==> src/rtl/outbuff_cntl.sv <==
// Output-buffer controller: skids engine results through a 2-entry buffer into the
// output SRAM FIFO, tracking parity-row / stripe position and overflow.
module outbuff_cntl #(
  parameter  int M_MAX         = 128,
  parameter  int M_MIN         = 2,
  parameter  int W             = 4,
  parameter  int PACKET_LENGTH = 2,
  parameter  int STRIPE_CNT_W  = 16,
  localparam int OUT_DATA_W    = W * PACKET_LENGTH,
  localparam int MREG_W        = $clog2(M_MAX)
) (
  input  logic                    clk,
  input  logic                    rstn,
  input  logic                    eng_rstn,
  input  logic                    cntrl_outbuff_wr_en,
  input  logic [MREG_W-1:0]       MReg,
  input  logic [OUT_DATA_W-1:0]   eng_res_data,
  input  logic                    eng_res_val,
  output logic                    eng_res_rdy,
  output logic                    cntl_outbuf_fifo_wr_rq,
  output logic                    cntl_outbuf_fifo_mem_en,
  output logic [OUT_DATA_W-1:0]   cntl_outbuf_fifo_wr_data,
  input  logic                    outbuf_fifo_cntl_full,
  output logic [MREG_W-1:0]       row_idx,
  output logic                    stripe_done,
  output logic [STRIPE_CNT_W-1:0] stripe_cnt,
  output logic                    outbuf_cntl_idle,
  output logic                    ovf_err
);

  typedef enum logic [1:0] {
    S_IDLE   = 2'd0,
    S_ACTIVE = 2'd1,
    S_FLUSH  = 2'd2
  } state_t;

  state_t                  r_state;
  logic [OUT_DATA_W-1:0]   r_buf [2];
  logic                    r_wr_ptr;
  logic                    r_rd_ptr;
  logic [1:0]              r_count;
  logic [MREG_W:0]         r_rows;
  logic [MREG_W-1:0]       r_row_idx;
  logic                    r_last_wr;
  logic                    r_stripe_done;
  logic [STRIPE_CNT_W-1:0] r_stripe_cnt;
  logic                    r_wr_rq;
  logic [OUT_DATA_W-1:0]   r_wr_data;
  logic                    r_idle;
  logic                    r_ovf;

  logic                    w_accept;
  logic                    w_write;
  logic [1:0]              w_count_next;
  logic [MREG_W:0]         w_mreg_rows;
  logic [MREG_W:0]         w_rows;
  logic                    w_last;

  // Ready depends only on the registered fill level, never on val.
  assign eng_res_rdy = (r_count != 2'd2);
  assign w_accept    = eng_res_val && eng_res_rdy;
  assign w_write     = (r_count != 2'd0) && !outbuf_fifo_cntl_full &&
                       ((r_state == S_ACTIVE) || (r_state == S_FLUSH));

  always_comb begin
    w_count_next = r_count;
    case ({w_accept, w_write})
      2'b10:   w_count_next = r_count + 2'd1;
      2'b01:   w_count_next = r_count - 2'd1;
      default: w_count_next = r_count;
    endcase
  end

  // Stripe length is only re-sampled at a stripe boundary.
  always_comb begin
    w_mreg_rows = {1'b0, MReg} + (MREG_W+1)'(1);
    if (w_mreg_rows < (MREG_W+1)'(M_MIN))
      w_mreg_rows = (MREG_W+1)'(M_MIN);
    w_rows = (r_row_idx == '0) ? w_mreg_rows : r_rows;
    w_last = ({1'b0, r_row_idx} == (w_rows - (MREG_W+1)'(1)));
  end

  always_ff @(posedge clk or negedge rstn) begin
    if (!rstn) begin
      r_state       <= S_IDLE;
      for (int i = 0; i < 2; i++) r_buf[i] <= '0;
      r_wr_ptr      <= 1'b0;
      r_rd_ptr      <= 1'b0;
      r_count       <= 2'd0;
      r_rows        <= (MREG_W+1)'(M_MIN);
      r_row_idx     <= '0;
      r_last_wr     <= 1'b0;
      r_stripe_done <= 1'b0;
      r_stripe_cnt  <= '0;
      r_wr_rq       <= 1'b0;
      r_wr_data     <= '0;
      r_idle        <= 1'b1;
      r_ovf         <= 1'b0;
    end else if (!eng_rstn) begin
      r_state       <= S_IDLE;
      for (int i = 0; i < 2; i++) r_buf[i] <= '0;
      r_wr_ptr      <= 1'b0;
      r_rd_ptr      <= 1'b0;
      r_count       <= 2'd0;
      r_rows        <= (MREG_W+1)'(M_MIN);
      r_row_idx     <= '0;
      r_last_wr     <= 1'b0;
      r_stripe_done <= 1'b0;
      r_stripe_cnt  <= '0;
      r_wr_rq       <= 1'b0;
      r_wr_data     <= '0;
      r_idle        <= 1'b1;
      r_ovf         <= 1'b0;
    end else begin
      if (w_accept) begin
        r_buf[r_wr_ptr] <= eng_res_data;
        r_wr_ptr        <= ~r_wr_ptr;
      end

      r_rows <= w_rows;
      if (w_write) begin
        r_wr_data <= r_buf[r_rd_ptr];
        r_rd_ptr  <= ~r_rd_ptr;
        r_row_idx <= w_last ? '0 : r_row_idx + MREG_W'(1);
      end
      r_count <= w_count_next;
      r_wr_rq <= w_write;

      r_last_wr     <= w_write && w_last;
      r_stripe_done <= r_last_wr;
      if (r_last_wr)
        r_stripe_cnt <= r_stripe_cnt + STRIPE_CNT_W'(1);

      if (eng_res_val && !eng_res_rdy)
        r_ovf <= 1'b1;

      case (r_state)
        S_IDLE: begin
          if (cntrl_outbuff_wr_en) begin
            r_state <= S_ACTIVE;
            r_idle  <= 1'b0;
          end else begin
            r_idle  <= (w_count_next == 2'd0);
          end
        end
        S_ACTIVE: begin
          if (!cntrl_outbuff_wr_en) begin
            if (w_count_next != 2'd0) begin
              r_state <= S_FLUSH;
              r_idle  <= 1'b0;
            end else begin
              r_state <= S_IDLE;
              r_idle  <= 1'b1;
            end
          end else begin
            r_idle <= 1'b0;
          end
        end
        S_FLUSH: begin
          if (cntrl_outbuff_wr_en) begin
            r_state <= S_ACTIVE;
            r_idle  <= 1'b0;
          end else if (w_count_next == 2'd0) begin
            r_state <= S_IDLE;
            r_idle  <= 1'b1;
          end else begin
            r_idle  <= 1'b0;
          end
        end
        default: begin
          r_state <= S_IDLE;
          r_idle  <= (w_count_next == 2'd0);
        end
      endcase
    end
  end

  assign cntl_outbuf_fifo_wr_rq   = r_wr_rq;
  assign cntl_outbuf_fifo_mem_en  = r_wr_rq;
  assign cntl_outbuf_fifo_wr_data = r_wr_data;
  assign row_idx                  = r_row_idx;
  assign stripe_done              = r_stripe_done;
  assign stripe_cnt               = r_stripe_cnt;
  assign outbuf_cntl_idle         = r_idle;
  assign ovf_err                  = r_ovf;

endmodule

==> config.mk <==
export PLATFORM = sky130hd
export DESIGN_NAME = outbuff_cntl
export DESIGN_NICKNAME = d
export VERILOG_FILES = /design/src/rtl/outbuff_cntl.sv
export SDC_FILE = /design/constraint.sdc
export NUM_CORES = 1
export LEC_CHECK = 0
export ABC_AREA = 1
export ABC_CLOCK_PERIOD_IN_PS = 5650
export CORE_UTILIZATION = 58
export DETAILED_ROUTE_END_ITERATION = 7
export PLACE_DENSITY = 0.85
export REMOVE_ABC_BUFFERS = 1
export SKIP_LAST_GASP = 1
export SLEW_MARGIN = 20
export SYNTH_ARGS = -nofsm -noshare
export SYNTH_HDL_FRONTEND = slang
export SYNTH_SLANG_ARGS = --single-unit
==> constraint.sdc <==
create_clock -name clk -period 5.65 [get_ports clk]
set_input_delay 0.8475 -clock clk [delete_from_list [all_inputs] [get_ports clk]]
set_output_delay 0.8475 -clock clk [all_outputs]
set_load 0.05 [all_outputs]
### Yosys cells after proc, flatten, opt, wreduce, memory -nomap -nowiden

Index checks and enable logic that the tools add are counted.

| storage, ports and cells | value |
|---|---|
| bits of input ports | 21 |
| register bits | 66 |
| output and inout bits | 37 |
| word-level logic and storage cells | 100 |

| cells by class | value |
|---|---|
| $lt $le $gt $ge | 4 |
| reductions and logical operators | 15 |
| multiplexer cells | 43 |
| bitwise logic cells | 4 |
| add/subtract/negate cells | 6 |
| equal/unequal tests | 13 |

Operators with widths:

| kind | count |
|---|---|
| $mux 8 | 9 |
| $mux 16 | 4 |
| $mux 7 | 3 |
| $add 16x1->16 const B | 1 |
| $bwmux 16 | 1 |
| $mux 1 | 15 |
| $mux 2 | 7 |
| $add 7x1->8 const B | 1 |
| $demux 8 s1 | 1 |
| $eq 7x8->1 | 1 |
| $lt 8x2->1 const B | 1 |
| $ne 2x1->1 const B | 4 |
| $sub 8x1->8 const B | 1 |
| $add 7x1->7 const B | 1 |
| $logic_not 7->1 | 1 |
| $logic_and 1x1->1 | 6 |
| $ne 3x3->1 const B | 2 |
| $pmux 2 s3 | 1 |
| $eq 2x1->1 const B | 2 |
| $eq 2x2->1 const B | 2 |
| $ge 2x2->1 const B | 2 |
| $logic_not 2->1 | 2 |
| $ne 4x3->1 const B | 1 |
| $not 1->2 | 2 |
| 11 further kinds | 14 |

### Longest topological paths before layout

Gate-level depths: netlist (run 1).

| depth | value |
|---|---|
| depth in word-level cells | 10 |
| depth in mapped cells | 20 |
| depth with buffers taken out | 20 |

### Least setup slack after synthesis (run 1)

OpenSTA, ideal clock, no wires.

| timing | value |
|---|---|
| kind | input to register |
| start point | in MReg[0] |
| end point | reg r_row_idx[0], in the netlist row_idx[0] |
| stages | 17 |
| path buffers | 0 |
| required time | 5,532 ps |
| setup slack | 2,895 ps |
| library setup time | 118 ps |
| data arrival time | 2,637 ps |
| cell sequence | ha_1 -> nand2_1 -> o21bai_1 -> nand2_1 -> nor2_1 -> nand2_2 -> nand2_1 -> nand2_2 -> ha_1 -> xor2_1 -> nand3_1 -> nor2_1 -> nand3_1 -> nor2_2 -> nand2_4 -> nand2_1 -> nand2_1 |

| between the ends | value |
|---|---|
| cells in the longest elaborated chain, start to end | 9 |

Ends and longest elaborated chain:

| what | line | text |
|---|---|---|
| start, declared | 16 | `input logic [MREG_W-1:0] MReg,` |
| $add 7x1->8 * | 76 | `w_mreg_rows = {1'b0, MReg} + (MREG_W+1)'(1);` |
| $lt 8x2->1 | 77 | `if (w_mreg_rows < (MREG_W+1)'(M_MIN))` |
| $mux 8 * | 77 |  |
| $mux 8 * | 79 | `w_rows = (r_row_idx == '0) ? w_mreg_rows : r_rows;` |
| $sub 8x1->8 * | 80 | `w_last = ({1'b0, r_row_idx} == (w_rows - (MREG_W+1)'(1)));` |
| $eq 7x8->1 * | 80 |  |
| $mux 7 * | 124 | `r_row_idx <= w_last ? '0 : r_row_idx + MREG_W'(1);` |
| $mux 7 * | 121 | `if (w_write) begin` |
| $mux 7 * | 99 | `end else if (!eng_rstn) begin` |
| end signal, assigned | 124 |  |
| end, declared | 43 | `logic [MREG_W-1:0] r_row_idx;` |

Mark *: on every way between the ends. The rest lies on a longest branch, timed or not. The select of a mux whose other input is x is not followed.
A chain may end at the register's enable or synchronous reset.

### Worst setup path in the final report (run 1)

| timing | value |
|---|---|
| start point | in MReg[0] |
| end point | reg r_row_idx[6], in the netlist row_idx[6] |

Same word-level chain as after synthesis.

==> out/metrics.csv, run 1 <==
metric,value,unit
"Max FO, Critical Path",8,
Finish-stage setup viols,0,
Overall Power,1.40,mW
Internal Power,0.887,mW
combinational power share,32.7,%
post-synthesis cell area,0.00363,mm2
Final Non-Filler Cells,598,
IO Count,58,
post-route ant nets,0,
H-tree levels,3,
Fin. Hold Viols,0,
Starting Density,60.6,%
Die Ht,81.1,um
final antenna diode count,0,
TritonCTS buffer count,9,
Ys Warns,0,
Hold Slack,477,ps
worst hold-check path type,reg2reg,
post-synthesis sequential area ratio,45.6,%
Clk pwr share,26.6,%
maximum vdd drop,250,uV
Flop pwr share,40.7,%
unrepaired setup endpoints after global routing,false,
Slew Limit Headroom,44.9,%
post-synth cell types,38,
reg2reg path depth,16,
setup_tns,0,ps
CTS tree,yes,
sw power,0.513,mW
critical path type,in2reg,
critical path arrival,3480,ps
Final Max Tran Viols,0,
clk slew on worst S/H paths,70,ps
Worst Hold Depth,1,
post-route cell area,0.00442,mm2
top-area cell type share of the netlist area,44.1,%
Post-synth EDFFs,0,
Detailed Route WL,8120,um
P_leak,2.08,nW
# rows,28,
Max Clock Freq,307,MHz
GPL Wtd Cong,0.850,
hold buffer count at CTS,0,
Worst Slack Setup Final,2390,ps
Worst-Margin Slew,826,ps
layout cells sized above 1,9.56,%
cell area power density,316,mW/mm2
Switching Share,36.6,%
"FF+latch count, synth",66,
Max Cap Violations,0,
DRT Pass-1 Iters,5,
Synth Instances,459,
clock tree buffer depth,2,
# port buffers,57,
detailed placer's ending HPWL,5740,um
Worst Path Required,5880,ps
layout net count,549,
setup bufs post-CTS,0,
Root Buffer,clkbuf_8,
pin count of the biggest net entering global routing,67,
Commonest cells post-synth,"nand2_1 (93), inv_1 (72), dfrtp_1 (64)",
outcome,"finished, final reports clean",
DR vias,3207,
Area contributors post-synth,"dfrtp_1 (44%), nand2_1 (9.6%), inv_1 (7.4%)",
DIE AREA,0.00658,mm2
Final Core Density,73.8,%
crit path time final,3260,ps
Post-Place Cells,582,
Final Cycle Share,57.6,%
per-cell routed wire length,13.6,um
"Async S/R FF share, synth",100,%
Startpoint Class,input pin,
antenna violations before repair,0,
clock sinks,66,
worst slack at placement,2060,ps
clk_skew,10.9,ps
area of placed instances,0.00424,mm2
area grow syn2layout,21.8,%
post-DR vias/cell,5.36,
post-synth top area cell,dfrtp_1,
GRT Util Overall,27.5,%
crit path capture type,register,
die outline width,81.1,um
core area,0.00599,mm2
first-pass GRT wire length,13600,um
vias in the first global route,3085,
post-CTS sizing,0,
syn avg cell area,7.91,um2
DRC,0,
global route overflow,0,
most common cell in the netlist,nand2_1,
worst-skew pair later-pin latency,340,ps
commonest register cell after synthesis,dfrtp_1,
1st-iter DRT viols,200,
==> critical path, cell delays in order <==
cell,delay [ps]
clkdlybuf4s50_1,560
ha_1,260
nand2_1,100
o21bai_1,190
nand2_1,70
nor2_1,110
nand2_2,80
nand2_1,80
nand2_2,80
ha_1,320
xor2_1,170
nand3_1,90
nor2_1,80
nand3_1,80
nor2_2,130
nand2_4,100
nand2_1,80
nand2_1,50
==> layer usage <==
| metal | part of all wire (%) | wire (um) | GRT usage, % |
|---|---|---|---|
| met1 | 43 | 3470 | 32.2 |
| met2 | 50 | 4090 | 47.6 |
| met3 | 4.3 | 352 | 7.19 |
| met4 | 2.6 | 208 | 11.6 |
| met5 | 0 | 0 | 0 |
==> final cells by class <==
class,instances,area (um2)
inverters,78,293
repair buffers,59,581
fillers,433,1570
flip-flops and latches,66,1650
well taps,75,93.8
clock inverters,3,40.0
multi-input cells,304,1620
clock buffers,13,139
==> kinds of logic after synthesis <==
group | after synthesis | synth area share, %
DFF | 66 | 45.6
xor gates and xnor gates | 12 | 3.10
and+or+nand+nor | 210 | 26.7
AOI/OAI and AO/OA | 72 | 11.4
adders and majority gates | 10 | 3.45
buffers and inverters | 89 | 9.82
==> power by group through the flow <==
stage | Combinational (mW) | Clock, mW | Sequential (mW)
6_report | 0.458 | 0.372 | 0.570
4_1_cts | 0.455 | 0.379 | 0.569
2_1_floorplan | 0.279 | 0 | 0.614
3_3_place_gp | 0.436 | 0 | 0.574
5_1_grt | 0.508 | 0.398 | 0.576
3_5_place_dp | 0.452 | 0 | 0.578
==> registers in the layout, indices dropped and copies added, names as in the netlist <==
| register | count |
|---|---|
| cntl_outbuf_fifo_wr_data | 8 |
| r_state | 2 |
| row_idx | 7 |
| stripe_done | 1 |
| r_last_wr | 1 |
| r_rd_ptr | 1 |
| r_rows | 8 |
| r_wr_ptr | 1 |
| cntl_outbuf_fifo_mem_en | 1 |
| r_count | 2 |
| ovf_err | 1 |
| stripe_cnt | 16 |
| outbuf_cntl_idle | 1 |
| r_buf | 16 |
==> layout by cell type (no fill, tap or decap), drive strengths merged <==
master / instances
nand2: 100
inv: 78
dfrtp: 64
nor2: 61
clkdlybuf4s50: 56
o21ai: 33
nand3: 27
a21oi: 17
o22ai: 16
clkbuf: 13
nand4: 11
ha: 10
xor2: 9
nor3: 6
xnor2: 3
buf: 3
o21bai: 2
and3: 2
a221oi: 2
clkinv: 2
dfstp: 2
or2: 1
and2: 1
o211ai: 1
nor4: 1
a211oi: 1
bufinv: 1
==> worst paths after layout <==
path                                startpoint        endpoint  slack, ps
worst min register to register  stripe_cnt[15]  stripe_cnt[15]        480
worst max register to register      row_idx[0]      row_idx[6]       2950
worst min-delay path            stripe_cnt[15]  stripe_cnt[15]        480
worst max-delay path                   MReg[0]      row_idx[6]       2390
max in group asynchronous                 rstn      row_idx[3]       4430
min in group asynchronous                 rstn   stripe_cnt[7]        680
(Power assumes the default switching activity.)
==> run 2: changes to the inputs <==
--- a/config.mk
+++ b/config.mk
@@ -6,10 +6,10 @@
 export NUM_CORES = 1
 export LEC_CHECK = 0
 export ABC_AREA = 1
-export ABC_CLOCK_PERIOD_IN_PS = 5650
-export CORE_UTILIZATION = 58
+export ABC_CLOCK_PERIOD_IN_PS = 3250
+export CORE_UTILIZATION = 54
 export DETAILED_ROUTE_END_ITERATION = 7
-export PLACE_DENSITY = 0.85
+export PLACE_DENSITY = 0.8
 export REMOVE_ABC_BUFFERS = 1
 export SKIP_LAST_GASP = 1
 export SLEW_MARGIN = 20
==> constraint.sdc (replaced) <==
create_clock -name clk -period 3.25 [get_ports clk]
set_input_delay 0.4875 -clock clk [delete_from_list [all_inputs] [get_ports clk]]
set_output_delay 0.4875 -clock clk [all_outputs]
set_load 0.05 [all_outputs]
==> out/metrics.csv, run 2 (synthesized netlist as in run 1, its figures left out) <==
metric,value,unit,change
# rows,29,,+3.6%
final antenna diode count,0,,unchanged
core area,0.00642,mm2,+7.2%
family with the most delay on the worst path,simple AND/OR/NAND/NOR gates,,
clk_skew,8.06,ps,-2.83 ps
hold buffer count at CTS,0,,unchanged
Hold Slack,112,ps,-365 ps
most frequent CP cell,nand2_1,,
vias in the first global route,3218,,+4.3%
P_leak,2.13,nW,+2.1%
area grow syn2layout,23.9,%,
critical path arrival,3140,ps,-340 ps
Finish-stage setup viols,0,,unchanged
Final Max Tran Viols,0,,unchanged
Layout fillers,539,,+24%
DIE AREA,0.00706,mm2,+7.2%
GPL Wtd Cong,0.848,,-0.22%
Starting Density,56.5,%,-4.1 points
Fin. Hold Viols,0,,unchanged
Startpoint Class,input pin,,
DRT Pass-1 Iters,7,,+2
antenna violations before repair,0,,unchanged
pin count of the biggest net entering global routing,28,,-58%
delay of the slowest critical-path stage,520,ps,-40 ps
detailed placer's ending HPWL,5960,um,+3.7%
area of placed instances,0.00427,mm2,+0.59%
Overall Power,2.61,mW,+86%
die outline width,84,um,+3.6%
"Max FO, Critical Path",8,,unchanged
Detailed Route WL,8430,um,+3.9%
Final Cycle Share,89.3,%,
clock sinks,66,,unchanged
Max Cap Violations,0,,unchanged
Critical-path top delay cell,clkdlybuf4s50_1,,
DRC,10,,+10
critical path type,in2reg,,
worst-skew pair later-pin latency,340,ps,about the same
Root Buffer,clkbuf_8,,
worst hold-check path type,in2async,,
violated checks,design-rule violations,,
setup_tns,0,ps,unchanged
Worst-Margin Slew,658,ps,-168 ps
global route overflow,0,,unchanged
clk slew on worst S/H paths,70,ps,about the same
cell area power density,579,mW/mm2,+83%
clock tree buffer depth,2,,unchanged
Worst Slack Setup Final,347,ps,-2050 ps
1st-iter DRT viols,197,,-1.5%
Slew Limit Headroom,55.9,%,+11 points
post-CTS sizing,0,,unchanged
crit path time final,2900,ps,
setup bufs post-CTS,0,,unchanged
worst slack at placement,1.30,ps,-2060 ps
Die Ht,84,um,+3.6%
worst path bufs/invs,1,,unchanged
CTS tree,yes,,
per-cell routed wire length,14.0,um,+3.0%
layout cells sized above 1,10.5,%,+0.90 points
first-pass GRT wire length,14600,um,+7.6%
TritonCTS buffer count,9,,unchanged
crit path capture type,register,,
highest-count cells in the layout ignoring fill and taps,"nand2_1 (93), inv_1 (72), dfrtp_1 (64), clkdlybuf4s50_1 (56), nor2_1 (52)",,
unrepaired setup endpoints after global routing,false,,
post-route cell area,0.00450,mm2,+1.7%
# port buffers,57,,unchanged
H-tree levels,3,,unchanged
outcome,"complete, but fails checks",,
IO Count,58,,unchanged
R2R setup slack,540,ps,-2410 ps
Max Clock Freq,345,MHz,
post-DR vias/cell,5.36,,-0.12%
"leading cell type in the layout, fill and taps excluded",nand2_1,,
Worst Path Required,3490,ps,-2390 ps
maximum vdd drop,383,uV,+53%
cells along the critical path,clkdlybuf4s50_1 -> ha_1 -> nand2_1 -> o21bai_1 -> nand2_1 -> nor2_1 -> nand2_2 -> nand2_1 -> nand2_2 -> ha_1 -> xor2_1 -> nand3_1 -> nor2_1 -> nand3_1 -> nor2_2 -> nand2_4 -> nand2_1 -> nand2_1,,
layout net count,552,,+0.55%
post-route ant nets,0,,unchanged
DR vias,3230,,+0.72%
GRT Util Overall,26.0,%,-1.6 points
-- run 2: cell count changes in the layout (fill, tap and decap cells not counted), sizes merged --
cell,delta
clkbuf,-3
buf,+3
bufinv,+2
clkinv,+1
-- run 2: final timing paths --
| kind | from | endpoint | cells after the start |
|---|---|---|---|
| setup / recovery | MReg[1] | row_idx[5] | 18 |
| hold / removal | rstn | stripe_cnt[5] | 1 |
| setup reg to reg | row_idx[0] | row_idx[5] | 17 |
| hold reg to reg | stripe_cnt[15] | stripe_cnt[15] | 1 |
| max in group asynchronous | rstn | outbuf_cntl_idle | 2 |
| min in group clk | stripe_cnt[15] | stripe_cnt[15] | 1 |
-- run 2: final cells by class --
type	count	area, um2	area share [%]
Sequential cell	66	1650	36.8
Multi-Input combinational cell	304	1620	36.0
Timing Repair Buffer	62	603	13.4
Inverter	78	293	6.51
Clock buffer	10	128	2.84
Clock inverter	6	105	2.34
Tap cell	77	96.3	2.14
-- run 2: where the power goes --
group          leakage (nW)  switching [mW]  internal, mW
Sequential            0.898          0.0750         0.913
Clock                 0.120           0.315         0.506
Combinational          1.11           0.521         0.276
-- run 2: per-layer routing --
metal	up-vias	track usage (%)	routed length, um
met2	84	44.9	4230
met3	14	3.86	335
li1	1585	-	-
met4	0	10.3	140
met1	1547	32.7	3730
met5	-	0	0
-- run 2: metrics by stage --
| step | util (%) | std cells |
|---|---|---|
| 6_report | 70.1 | 603 |
| 5_1_grt | 70.1 | 603 |
| 4_1_cts | 70.1 | 603 |
| 3_5_place_dp | 66.4 | 587 |
| 3_3_place_gp | 66.4 | 587 |
| 2_1_floorplan | - | 448 |
==> run 3: changes to the inputs <==
--- a/config.mk
+++ b/config.mk
@@ -7,9 +7,11 @@
 export LEC_CHECK = 0
 export ABC_AREA = 1
 export ABC_CLOCK_PERIOD_IN_PS = 3250
-export CORE_UTILIZATION = 54
+export CELL_PAD_IN_SITES_DETAIL_PLACEMENT = 1
+export CELL_PAD_IN_SITES_GLOBAL_PLACEMENT = 1
+export CORE_UTILIZATION = 40
 export DETAILED_ROUTE_END_ITERATION = 7
-export PLACE_DENSITY = 0.8
+export PLACE_DENSITY_LB_ADDON = 0.1
 export REMOVE_ABC_BUFFERS = 1
 export SKIP_LAST_GASP = 1
 export SLEW_MARGIN = 20
==> out/metrics.csv, run 3 (synthesized netlist as in run 1, its figures left out) <==
metric,value,unit,change
cell area power density,567,mW/mm2,-2.2%
worst slack at placement,64.2,ps,+62.9 ps
TritonCTS buffer count,9,,unchanged
setup_tns,0,ps,unchanged
Detailed Route WL,9090,um,+7.8%
outcome,"finished, final reports clean",,
Finish-stage setup viols,0,,unchanged
Slew Limit Headroom,42.9,%,-13 points
Overall Power,2.56,mW,-1.8%
clock tree buffer depth,2,,unchanged
instance count on the critical path,18,,unchanged
Final Core Density,51.5,%,-19 points
clk slew on worst S/H paths,70,ps,about the same
delay of the slowest critical-path stage,530,ps,about the same
"Max FO, Critical Path",8,,unchanged
die outline width,97.3,um,+16%
1st-iter DRT viols,64,,-68%
worst path bufs/invs,1,,unchanged
GPL Wtd Cong,0.757,,-11%
Worst-Margin Slew,857,ps,+200 ps
per-cell routed wire length,14.4,um,+2.7%
Max Clock Freq,351,MHz,+2.0%
Post-Place Cells,617,,+5.1%
DRC,0,,-10
critical path arrival,3080,ps,-60 ps
R2R setup slack,590,ps,+50 ps
clock sinks,66,,unchanged
unrepaired setup endpoints after global routing,false,,
# port buffers,57,,unchanged
reg2reg path depth,17,,unchanged
Worst Path Required,3480,ps,about the same
worst hold-check path type,in2async,,
H-tree levels,3,,unchanged
GRT Util Overall,20.6,%,-5.4 points
area grow syn2layout,24.4,%,
IO Count,58,,unchanged
crit path capture type,register,,
Fin. Hold Viols,0,,unchanged
most frequent CP cell,nand2_1,,
DR vias,3208,,-0.68%
cells along the critical path,clkdlybuf4s50_1 -> ha_1 -> nand2_1 -> o21bai_1 -> nand2_1 -> nor2_1 -> nand2_2 -> nand2_1 -> nand2_2 -> ha_1 -> xor2_1 -> nand3_1 -> nor2_1 -> nand3_1 -> nor2_2 -> nand2_4 -> nand2_1 -> nand2_1,,
family with the most delay on the worst path,simple AND/OR/NAND/NOR gates,,
antenna violations before repair,0,,unchanged
Final Max Tran Viols,0,,unchanged
DRT Pass-1 Iters,4,,-3
layout net count,551,,-0.18%
Starting Density,41.4,%,-15 points
Final Non-Filler Cells,633,,+5.0%
worst-skew pair later-pin latency,340,ps,about the same
Hold Slack,332,ps,+219 ps
Worst Slack Setup Final,404,ps,+56.4 ps
detailed placer's ending HPWL,6610,um,+11%
pin count of the biggest net entering global routing,67,,+140%
core area,0.00876,mm2,+36%
post-CTS sizing,0,,unchanged
post-route cell area,0.00452,mm2,+0.39%
global route overflow,0,,unchanged
critical path type,in2reg,,
maximum vdd drop,253,uV,-34%
Startpoint Class,input pin,,
P_leak,2.11,nW,-0.73%
post-route ant nets,0,,unchanged
hold buffer count at CTS,0,,unchanged
Die Ht,97.3,um,+16%
layout cells sized above 1,10.3,%,-0.17 points
post-DR vias/cell,5.07,,-5.4%
CTS tree,yes,,
Root Buffer,clkbuf_8,,
area of placed instances,0.00430,mm2,+0.73%
crit path time final,2850,ps,-56.4 ps
clk_skew,6.25,ps,-1.81 ps
"leading cell type in the layout, fill and taps excluded",nand2_1,,
vias in the first global route,3333,,+3.6%
final antenna diode count,0,,unchanged
# rows,34,,+17%
setup bufs post-CTS,0,,unchanged
Final Cycle Share,87.6,%,-1.7 points
Critical-path top delay cell,clkdlybuf4s50_1,,
DIE AREA,0.00946,mm2,+34%
Max Cap Violations,0,,unchanged
highest-count cells in the layout ignoring fill and taps,"nand2_1 (93), inv_1 (72), dfrtp_1 (64), clkdlybuf4s50_1 (56), nor2_1 (52)",,
first-pass GRT wire length,15700,um,+7.9%
run 3: report_power, final:
| part | internal, mW | switching, mW |
|---|---|---|
| Clock | 0.451 | 0.317 |
| Combinational | 0.279 | 0.526 |
| Sequential | 0.913 | 0.0743 |
| Total | 1.64 | 0.917 |
run 3: layer usage:
metal	up-vias	GRT usage [%]	wire, um	part of all wire, %
li1	1578	-	-	-
met4	0	5.43	91	1.0
met5	-	0	0	0
met3	8	3.67	262	2.9
met1	1569	26.9	4190	46
met2	53	35.3	4550	50
run 3: worst reg2reg max path, delay by kind of cell (launching register included):
kind	cells	cell delay, ps
xor+xnor	1	170
flops	1	490
fa+ha+maj	2	460
simple gates	11	1130
buf+inv	3	300
run 3: cell type report:
type                    count  area [um2]
inverters                  78         293
clock inverters             5        77.6
repair buffers             61         596
well taps                 108         135
multi-input cells         304        1620
clock buffers              11         141
fillers                  1096        4250
flip-flops and latches     66        1650
run 3: final timing paths:
path	start	to
max	MReg[1]	row_idx[3]
min	rstn	stripe_cnt[1]
min reg2reg	stripe_cnt[15]	stripe_cnt[15]
max in group asynchronous	rstn	r_rows[6]
max reg2reg	row_idx[0]	row_idx[3]
min in group clk	stripe_cnt[15]	stripe_cnt[15]
